$ cat config.mk
export PLATFORM = sky130hd
export DESIGN_NAME = icache_refill
export DESIGN_NICKNAME = d
export VERILOG_FILES = /design/src/rtl/icache_refill.sv
export SDC_FILE = /design/constraint.sdc
export NUM_CORES = 1
export LEC_CHECK = 0
export ABC_AREA = 1
export CORE_UTILIZATION = 45
export CTS_CLUSTER_DIAMETER = 80
export DETAILED_ROUTE_END_ITERATION = 7
export PLACE_DENSITY = 0.8
export SLEW_MARGIN = 20
export SYNTH_ARGS = -nofsm -noshare
export SYNTH_HDL_FRONTEND = slang
export SYNTH_SLANG_ARGS = --single-unit
$ cat constraint.sdc
create_clock -name clk -period 14.3 [get_ports clk]
set_input_delay 2.86 -clock clk [delete_from_list [all_inputs] [get_ports clk]]
set_output_delay 2.86 -clock clk [all_outputs]
set_load 0.02 [all_outputs]
$ cat src/rtl/icache_refill.sv
// Instruction-cache line refill engine: one 8-beat AXI4 INCR read per miss,
// then a single-cycle refresh pulse carrying the assembled line.
module icache_refill #(
  parameter int unsigned LINE_WORDS = 8,
  parameter logic [3:0]  AXI_ID     = 4'b0000
) (
  input  logic                      clk,
  input  logic                      rst,
  input  logic                      miss,
  input  logic [31:0]               axi_addr,
  output logic                      refresh,
  output logic [32*LINE_WORDS-1:0]  line_data,
  output logic                      bus_err,
  output logic [3:0]                arid,
  output logic [31:0]               araddr,
  output logic [7:0]                arlen,
  output logic [2:0]                arsize,
  output logic [1:0]                arburst,
  output logic                      arvalid,
  input  logic                      arready,
  input  logic [3:0]                rid,
  input  logic [31:0]               rdata,
  input  logic [1:0]                rresp,
  input  logic                      rlast,
  input  logic                      rvalid,
  output logic                      rready
);

  typedef enum logic [1:0] {IDLE, AR, R, DONE} state_t;

  state_t                          state, state_nxt;
  logic [2:0]                      cnt;
  logic                            err;
  logic [LINE_WORDS-1:0][31:0]     line_q;
  logic                            last_beat;
  logic                            unused_rid;

  assign arid       = AXI_ID;
  assign arlen      = 8'(LINE_WORDS - 1);
  assign arsize     = 3'b010;
  assign arburst    = 2'b01;
  assign line_data  = line_q;
  assign last_beat  = (cnt == 3'(LINE_WORDS - 1));
  assign unused_rid = ^rid;

  always_ff @(posedge clk or posedge rst) begin
    if (rst) state <= IDLE;
    else     state <= state_nxt;
  end

  // Handshake outputs are decoded from state alone, so no input reaches an output.
  always_comb begin
    state_nxt = state;
    arvalid   = 1'b0;
    rready    = 1'b0;
    refresh   = 1'b0;
    bus_err   = 1'b0;
    case (state)
      IDLE: if (miss) state_nxt = AR;
      AR: begin
        arvalid = 1'b1;
        if (arready) state_nxt = R;
      end
      R: begin
        rready = 1'b1;
        if (rvalid && last_beat) state_nxt = DONE;
      end
      DONE: begin
        refresh   = 1'b1;
        bus_err   = err;
        state_nxt = IDLE;
      end
      default: state_nxt = IDLE;
    endcase
  end

  always_ff @(posedge clk or posedge rst) begin
    if (rst) begin
      araddr <= '0;
      cnt    <= '0;
      err    <= 1'b0;
      line_q <= '0;
    end else begin
      case (state)
        IDLE: if (miss) begin
          araddr <= axi_addr;
          err    <= 1'b0;
        end
        AR: if (arready) cnt <= '0;
        R: if (rvalid) begin
          line_q[cnt] <= rdata;
          cnt         <= cnt + 3'd1;
          // Burst length is fixed by beat count; a misplaced rlast only flags an error.
          if (rresp != 2'b00 || rlast != last_beat) err <= 1'b1;
        end
        default: ;
      endcase
    end
  end

endmodule

=== Yosys cells after proc, flatten, opt, wreduce, memory -nomap -nowiden ===
Cells that the tools add are included.

* Flip-flop bits (word level): 294
* Bits in latches: 0
* Memory bits (writable): 0
* Bits in read-only memories: 0
* Input bits: 76
* Output and inout port bits: 309
* Memories kept: 0

* $add $sub $neg: 1
* Multipliers: 0
* Divide/modulo/power cells: 0
* Magnitude comparators: 2
* Equality and inequality tests: 10
* Shift-type cells: 0
* Mux-type cells: 18
* Bitwise operators: 0
* Reduce and logical (&&, ||, !) cells: 12

{| class="wikitable"
|+ Operators with widths
! cell !! number
|-
| $bwmux 256 || 1
|-
| $demux 32 s3 || 1
|-
| $mux 32 || 1
|-
| $ne 2x2->1 const B || 5
|-
| $pmux 2 s4 || 1
|-
| $mux 1 || 7
|-
| $mux 2 || 3
|-
| $mux 3 || 2
|-
| $pmux 3 s2 || 1
|-
| $reduce_and 3->1 || 2
|-
| $reduce_bool 2->1 || 3
|-
| $eq 2x2->1 const B || 2
|-
| $lt 3x4->1 const B || 1
|-
| $reduce_and 2->1 || 2
|-
| $reduce_and 4->1 || 1
|-
| $add 3x1->3 const B || 1
|-
| $eq 3x3->1 const B || 1
|-
| $ge 3x1->1 const B || 1
|-
| $eq 2x1->1 const B || 1
|-
| $logic_and 1x1->1 || 2
|-
| $logic_not 2->1 || 1
|-
| $pmux 1 s2 || 1
|-
| $logic_or 1x1->1 || 1
|-
| $ne 1x1->1 || 1
|}

=== Depth between registers and ports, before layout ===
* Word-level depth: 6
* Depth in mapped cells: 9
* Mapped depth without buffers: 9

=== Worst setup path before layout ===
OpenSTA, ideal clock, no wires.

* Path type: input-to-reg
* Start: in miss
* End: reg araddr[0]
* Arrival: 3.690 ns
* Data required time: 14.175 ns
* Setup slack: 10.485 ns
* Stages: 3
* Cells stage by stage: nand2_1 buf_1 mux2_2

* Cells in the longest elaborated chain, start to end: 1

{| class="wikitable"
|+ RTL lines
! item !! RTL line !! source
|-
| start: declaration || 9 || <nowiki>input logic miss,</nowiki>
|-
| $reduce_and 2->1 (no source line) || -- ||
|-
| end signal: assignment || 86 || <nowiki>araddr <= axi_addr;</nowiki>
|-
| end: declaration || 15 || <nowiki>output logic [31:0] araddr,</nowiki>
|}

Every way passes these cells.
A chain may end at the register's enable or synchronous reset.

=== Final worst setup path ===
* Start: reg state[0]
* End: out rready

* Cells in the longest elaborated chain, start to end: 2

{| class="wikitable"
|+ RTL lines
! item !! RTL line !! source
|-
| start: declaration || 31 || <nowiki>state_t state, state_nxt;</nowiki>
|-
| start signal: assignment || 48 || <nowiki>else state <= state_nxt;</nowiki>
|-
| $eq 2x2->1 || 58 || <nowiki>case (state)</nowiki>
|-
| $mux 1 || 58 ||
|-
| end: declaration || 26 || <nowiki>output logic rready</nowiki>
|}

Every way passes these cells.

==> summary.md <==
| Metric | Value |
|---|---|
| Outcome | complete, no violations |
| Core footprint | 24,320 µm² |
| Max Slew Vio Count | 0 |
| Crit path DAT | 2.23 ns |
| Final setup vio count | 0 |
| Initial Utilization | 0.4583 |
| Final HPWL DP | 20,760 µm |
| CP Max Fanout | 12 |
| Antenna violations before repair | 0 |
| Largest net degree at the start of global routing | 161 |
| CTS tree | yes |
| Routed WL | 30,550 µm |
| Fmax | 196.3 MHz |
| Global placement routability congestion | 0.7983 |
| Worst-Skew Late Latency | 0.54 ns |
| Syn_area_per_cell | 10.37 µm² |
| Worst-Margin Slew | 0.9496 ns |
| TritonCTS Sinks | 294 |
| Final hold violation count | 0 |
| WL/cell | 17.25 µm |
| Synth Register Bits | 294 |
| Initial DRC count | 582 |
| Antenna viol nets, final | 0 |
| Die area | 25,400 µm² |
| Leak | 7.436 nW |
| Register-to-register setup slack | 11.59 ns |
| Clock slew at reported path FFs | 0.07 ns |
| Max-slew headroom | 0.3669 |
| Die width | 159.4 µm |
| RSZ-0062 raised after global routing | no |
| Worst slack, placed | 9.109 ns |
| Setup tns final | 0 ns |
| Synthesized instance count | 1,075 |
| Period utilization | 0.3563 |
| CTS resizes | 0 |
| First-pass GRT wire length | 48,410 µm |
| Post-Synthesis Cell Area | 11,150 µm² |
| Vias per cell | 4.898 |
| CTS Hold Buffers Added | 0 |
| CTS root buf | clkbuf_16 |
| Worst-case clock skew | 0.01081 ns |
| Cell Pwr Density | 200.4 nW/µm² |
| CTS buffer count | 29 |
| Worst Setup Start Kind | flop |
| Max VDD drop | 0.1533 mV |
| Num ports | 385 |
| CP endpoint kind | output port |
| Total GRT Usage | 0.2425 |
| Number of max-cap violations | 0 |
| Row cnt | 57 |
| Number of port buffers | 363 |
| Vias in the first global route | 8,777 |
| Antenna cells | 0 |
| # H-tree levels | 1 |
| Synth warn | 0 |
| Final nets | 1,506 |
| Sequential fraction of the synthesis area | 0.6601 |
| Final worst setup slack | 9.205 ns |
| Via count | 8,675 |
| Tightest Hold Check Type | flop to flop |
| Worst Path Required | 11.44 ns |
| Crit Path Category | flop to output port |
| DRC Markers | 0 |
| Post-CTS Setup Bufs | 0 |
| GRT overflow | 0 |
| Synth cell types | 21 |
| Die height | 159.4 µm |
| DRT Pass-1 Iters | 5 |
| Area Growth Syn to Fin | 43.43% |
| Fraction of layout cells with a size suffix above 1 | 0.07187 |
| Post-layout min period | 5.095 ns |
| Clk buf depth | 3 |
## registers in the layout, summed over array words and instances (netlist names)
signal	count
line_data	256
araddr	32
state	2
err	1
cnt	3
## cells in the final DEF (no fill, tap or decap), drive strengths merged
cell,count
nand4,2
o21ai,133
nand3,3
bufinv,6
clkdlybuf4s50,363
mux2,32
clkinvlp,4
clkbuf,34
conb,17
clkinv,9
o211ai,1
buf,9
inv,112
nor3,2
nand2,157
dfrtp,294
a21oi,128
ha,6
nor2,135
## logic make-up after synthesis
| logic type | share of synthesized area |
|---|---|
| simple gates | 0.1089 |
| flops | 0.6601 |
| compound gates | 0.1179 |
| buf+inv | 0.07342 |
| mux | 0.03233 |
| fa+ha+maj | 0.006735 |
| other cells | 0.0006738 |
## routing by layer
| layer | vias to the layer above | global-route usage | wire length, µm |
|---|---|---|---|
| li1 | 4082 | - | - |
| met1 | 4179 | 0.3029 | 12230 |
| met2 | 345 | 0.4025 | 14650 |
| met3 | 69 | 0.06955 | 2560 |
| met4 | 0 | 0.08829 | 1103 |
| met5 | - | 0 | 0 |
## Yosys cell counts, drive strengths merged
master	number	area [µm²]
dfrtp	294	7357
nand2	157	591.8
nor2	135	536.8
o21ai	133	665.6
a21oi	128	640.6
inv	111	416.7
buf	57	356.6
mux2	32	360.4
clkbuf	12	45.04
ha	6	75.07
nand3	3	27.53
conb	2	7.510
nand4	2	25.02
nor3	2	32.53
o211ai	1	7.510
## path summary, 6_finish.rpt
kind,cells after the start,to,from
max,3,rready,state[0]$_DFFE_PP0P_
min,2,line_data[9]$_DFFE_PP0P_,line_data[9]$_DFFE_PP0P_
max reg2reg,6,line_data[26]$_DFFE_PP0P_,state[0]$_DFFE_PP0P_
min reg2reg,2,line_data[9]$_DFFE_PP0P_,line_data[9]$_DFFE_PP0P_
max in group asynchronous,3,line_data[199]$_DFFE_PP0P_,rst
min in group asynchronous,2,araddr[23]$_DFFE_PP0P_,rst
## where the power goes
group,internal [mW],total [mW],switching [mW],leakage (nW)
clock network,0.497,0.824,0.327,0.507
registers,1.07,1.20,0.136,3.61
logic,0.550,1.18,0.626,3.32
## area by class of cell
class	instances	area (µm²)
fillers	1850	8333
flip-flops and latches	294	7357
repair buffers	372	3714
multi-input cells	616	3044
clock buffers	34	774.5
inverters	111	424.2
well taps	324	405.4
clock inverters	20	267.8
## per-stage QoR
step | cell area, µm² | utilization | hold slack (ns) | cells | power, mW
6_report | 15990 | 0.6574 | 0.4808 | 1771 | 3.204
5_1_grt | 15990 | 0.6574 | 0.4999 | 1771 | 3.359
4_1_cts | 15990 | 0.6574 | 0.4858 | 1771 | 3.232
3_5_place_dp | 14940 | 0.6145 | 0.4706 | 1717 | 2.395
3_3_place_gp | 14940 | 0.6145 | 0.4636 | 1717 | 2.361
2_1_floorplan | 11200 | - | 0.4415 | 1090 | 1.791
## worst max-delay path: stages, from the launching register on
cell	delay (ns)
dfrtp_1	0.42
inv_1	0.10
ha_1	0.45
clkdlybuf4s50_1	0.72
Power figures use the tool's default switching activity.
